### config.mk
export PLATFORM = sky130hd
export DESIGN_NAME = mux_n_pipe
export DESIGN_NICKNAME = d
export VERILOG_FILES = /design/src/rtl/mux_n_pipe.sv
export SDC_FILE = /design/constraint.sdc
export NUM_CORES = 1
export LEC_CHECK = 0
export BUFFER_PORTS_ARGS = -buffer_cell sky130_fd_sc_hd__buf_2
export CAP_MARGIN = 40
export CORE_AREA = 2 2 128 130
export DETAILED_ROUTE_END_ITERATION = 12
export DIE_AREA = 0 0 130 132
export PLACE_DENSITY_LB_ADDON = 0.3
export SYNTH_ARGS = -nofsm -noshare
export SYNTH_HDL_FRONTEND = slang
export SYNTH_SLANG_ARGS = --single-unit
### constraint.sdc
create_clock -name clk -period 2.38 [get_ports clk]
set_clock_uncertainty 0.05 [all_clocks]
set_input_delay 0.238 -clock clk [delete_from_list [all_inputs] [get_ports clk]]
set_output_delay 0.238 -clock clk [all_outputs]
set_load 0.03 [all_outputs]
### src/rtl/mux_n_pipe.sv
// N-way word selector built as a binary tree of 2:1 muxes with a valid/ready pipeline.
// Define MUX_N_PIPE_STAGE_EN to register every tree level; otherwise one output register.
module mux_n_pipe #(
  parameter int unsigned WIDTH = 64,
  parameter int unsigned N     = 4,
  parameter int unsigned SELW  = $clog2(N)
) (
  input  logic                 clk,
  input  logic                 reset,
  input  logic                 in_valid,
  output logic                 in_ready,
  input  logic [N*WIDTH-1:0]   in_data,
  input  logic [SELW-1:0]      in_sel,
  output logic                 out_valid,
  input  logic                 out_ready,
  output logic [WIDTH-1:0]     out_data,
  output logic [SELW-1:0]      out_sel
);

`ifdef MUX_N_PIPE_STAGE_EN
  localparam bit STAGED = 1'b1;
`else
  localparam bit STAGED = 1'b0;
`endif

  logic adv;

  assign adv      = out_ready || !out_valid;
  assign in_ready = adv;

  // Level j halves the word count using sel bit j; the full sel rides along for out_sel.
  for (genvar j = 0; j < SELW; j++) begin : lvl
    localparam int unsigned CNT = N >> (j + 1);

    logic [2*CNT*WIDTH-1:0] src_d;
    logic                   src_v;
    logic [SELW-1:0]        src_s;
    logic [CNT*WIDTH-1:0]   mux_d;
    logic                   v;
    logic [CNT*WIDTH-1:0]   d;
    logic [SELW-1:0]        s;

    if (j == 0) begin : g_src
      assign src_v = in_valid;
      assign src_d = in_data;
      assign src_s = in_sel;
    end else begin : g_src
      assign src_v = lvl[j-1].v;
      assign src_d = lvl[j-1].d;
      assign src_s = lvl[j-1].s;
    end

    always_comb begin
      mux_d = '0;
      for (int unsigned k = 0; k < CNT; k++) begin
        mux_d[k*WIDTH +: WIDTH] = src_s[j] ? src_d[(2*k+1)*WIDTH +: WIDTH]
                                           : src_d[(2*k)*WIDTH +: WIDTH];
      end
    end

    if (STAGED) begin : g_reg
      always_ff @(posedge clk or posedge reset) begin
        if (reset) begin
          v <= 1'b0;
          d <= '0;
          s <= '0;
        end else if (adv) begin
          v <= src_v;
          d <= mux_d;
          s <= src_s;
        end
      end
    end else begin : g_wire
      assign v = src_v;
      assign d = mux_d;
      assign s = src_s;
    end
  end

  if (STAGED) begin : g_out
    assign out_valid = lvl[SELW-1].v;
    assign out_data  = lvl[SELW-1].d;
    assign out_sel   = lvl[SELW-1].s;
  end else begin : g_out
    always_ff @(posedge clk or posedge reset) begin
      if (reset) begin
        out_valid <= 1'b0;
        out_data  <= '0;
        out_sel   <= '0;
      end else if (adv) begin
        out_valid <= lvl[SELW-1].v;
        out_data  <= lvl[SELW-1].d;
        out_sel   <= lvl[SELW-1].s;
      end
    end
  end

endmodule

==> metrics <==
Crit Path Max Fanout=27; CP cell instances=nand2b_4 > buf_2; setup repair after global routing missed its margin=no; worst relative slew slack=0.581; height of the die=around 130 microns; Clock Root Buffer=clkbuf_16; Tightest Hold Check Type=in2reg; total of warnings raised by yosys=0; number of placed cells counting well taps=751; Netlist cell types=11; first-pass GRT wire length=19700 microns; simple-gate portion of the synthesized area=0.00308; post-synthesis instance area=4070 sq um; Final nets=between 800 and 900; placeable core region=around 16000 sq um; count of buffering cells on the critical path with inverters included=1; clock latency at the later pin of the worst-skew pair=roughly 320 ps; average wire per cell in the routed design=16.7 microns; worst path required time=2090 ps; Top-Level Pins=330; # port buffers=between 300 and 400; half-perimeter wire length after detailed placement=10300 microns; total gr overflow=0; FMAX=roughly 0.6 GHz; final setup fails=0; sequential power share=0.361; multiplexer fraction of the synthesized cell area=0.540; fin crit period=1660 ps; met3 GRT Util=0.0483; share of total power in the clock network=0.311; area delta synth->final=52.3%; maximum number of pins on one net before global-route repair=66; clock tree from TritonCTS=done; worst supply voltage drop on vdd=285 uV; Final Power=around 3.9 mW; fraction of layout instances using a drive strength above 1=0.871; Leak=2.97 nW; initial antenna violation count=0; total via count in the routed design=3558; Antenna Cells=0; per-instance average area after synthesis=approximately 18 sq um; post-synth top area cell=dfrtp_1; number of sinks on the clock net=between 60 and 70; global-route layer with the greatest usage=met2; sw power=between 1 and 1.5 mW; total power divided by cell area=625 nW/um^2; startpoint type of the worst setup path=register; number of cells produced by synthesis=222; vias in the first global route=4029; GR Layer Usage met2=0.271; clock transition at the registers of the reported paths=~50 ps; last weighted congestion value of the routability-driven placer=between 0.7 and 0.8; combinational family with the most area after synthesis=multiplexers; flops & latches, synth=67; slowest stage cell, crit path=dfrtp_1; Post-Route Hold Slack=between 50 and 60 ps; max-cap violation count=0; part of the cycle the worst path needs=0.697; result of the run=finished, final reports clean; post-synthesis net count=approximately 480; sort of element at the end of the critical path=output pin; die width=between 100 and 150 microns; Antenna Nets Post-Route=0; clock buffers created by TritonCTS=9; Post-Route Utilization=0.394; number of endpoints with negative hold slack in the final report=0; Power Internal=2.63 mW; DRC errors left=0; most common library cell in the layout ignoring fill and taps=buf_2; xor-xnor portion of the synthesized cell area=0; classification of the worst setup path=reg2out; count of non-filler cells in the finished layout=between 700 and 800; met1 demand-to-capacity share in global routing=0.152; PostCTS Resize Cnt=0; drt first-iter violations=104; most frequent cells in the layout=buf_2 (328), dfrtp_1 (67), mux4_2 (64); routed via count divided by cell count=4.64; DRT Pass-1 Iters=4; H-Tree Depth=3; number of fillers in the final layout=1546; Total Routed Length=around 13000 microns; top cells by area in the synthesized netlist=dfrtp_1 (41%), mux4_2 (35%), mux2_2 (17%); post-route setup TNS=0 ps; share of synthesized cell area in full adder, half adder and majority cells=0; synthesized-area fraction occupied by ao, oa, aoi and oai cells=0; final count of pins violating max slew=0; Global Route Usage Sum=0.148; logic gate share of total power=0.329; die footprint=around 17000 sq um; area share of the leading cell type in the synthesized netlist=0.412; proportion of total power due to net switching=0.319; number of placement rows=between 40 and 50; fraction of the yosys area taken by sequential cells=0.412; maximum clock path buffer count=2; slowest cell delay on critical path=400 ps; family with the most delay on the worst path=flip-flops; actual transition at the worst max-transition pin=628 ps; CP Data Arrival Time=around 1400 ps; starting utilization of the core area=0.259
registers in the layout (all words and copies together), names as in the netlist:
| name | cells |
|---|---|
| out_valid | 1 |
| out_data | 64 |
| out_sel | 2 |
repair_timing:
item / in CTS / in global routing
buffers inserted: 0 / 0
hold buffers: 1 / 0
hold endpoints to repair: 32 / 0
per-layer routing:
| layer | wire length, microns | up-vias | part of all wire |
|---|---|---|---|
| met3 | 1300 | 17 | 0.10 |
| li1 | - | 1570 | - |
| met1 | 4490 | 1757 | 0.35 |
| met5 | 0 | - | 0 |
| met4 | 263 | 0 | 0.021 |
| met2 | 6770 | 214 | 0.53 |
final timing paths:
check / endpoint / slack [ps] / cells past startpoint / startpoint
max: in_ready / 720 / 2 / out_valid$_DFFE_PP0P_
max reg2reg: out_data[19]$_DFFE_PP0P_ / 780 / 3 / out_valid$_DFFE_PP0P_
min in group asynchronous: out_data[22]$_DFFE_PP0P_ / 470 / 3 / reset
min reg2reg: out_data[24]$_DFFE_PP0P_ / 450 / 1 / out_data[24]$_DFFE_PP0P_
min: out_valid$_DFFE_PP0P_ / 60 / 2 / in_valid
max in group asynchronous: out_data[53]$_DFFE_PP0P_ / 1210 / 4 / reset
final cells by class:
| class | count | area (sq um) | share of cell area |
|---|---|---|---|
| inverters | 1 | 5.00 | 0.000808 |
| multi-input cells | 132 | 2220 | 0.358 |
| repair buffers | 336 | 1770 | 0.285 |
| clock inverters | 3 | 15.0 | 0.00242 |
| clock buffers | 12 | 246 | 0.0398 |
| well taps | 216 | 270 | 0.0436 |
| flip-flops and latches | 67 | 1680 | 0.271 |
Yosys cell counts, drive strengths merged:
cell / count
buf: 17
clkbuf: 5
dfrtp: 67
mux4: 64
mux2: 66
inv: 1
nand2b: 2
power by group through the flow:
stage	clock [mW]	sequential, mW	combinational [mW]
after global placement	0	1.41	1.27
after global routing	1.30	1.42	1.36
final	1.20	1.40	1.27
after floorplan	0	1.75	0.470
after detailed placement	0	1.42	1.29
after CTS	1.26	1.40	1.29
metrics by stage:
| stage | cell area (sq um) | setup slack [ps] |
|---|---|---|
| floorplan | 4070 | 409 |
| global placement | 5920 | 750 |
| detailed placement | 5920 | 713 |
| CTS | 6200 | 686 |
| global route | 6200 | 648 |
| finish | 6200 | 722 |
logic make-up (layout without fill, tap and decap cells):
kind of cell           after synthesis  after routing
muxes                              130            130
buffers and inverters               23            352
and+or+nand+nor                      2              2
DFF                                 67             67
No activity file was read; power rests on OpenSTA's default activity.
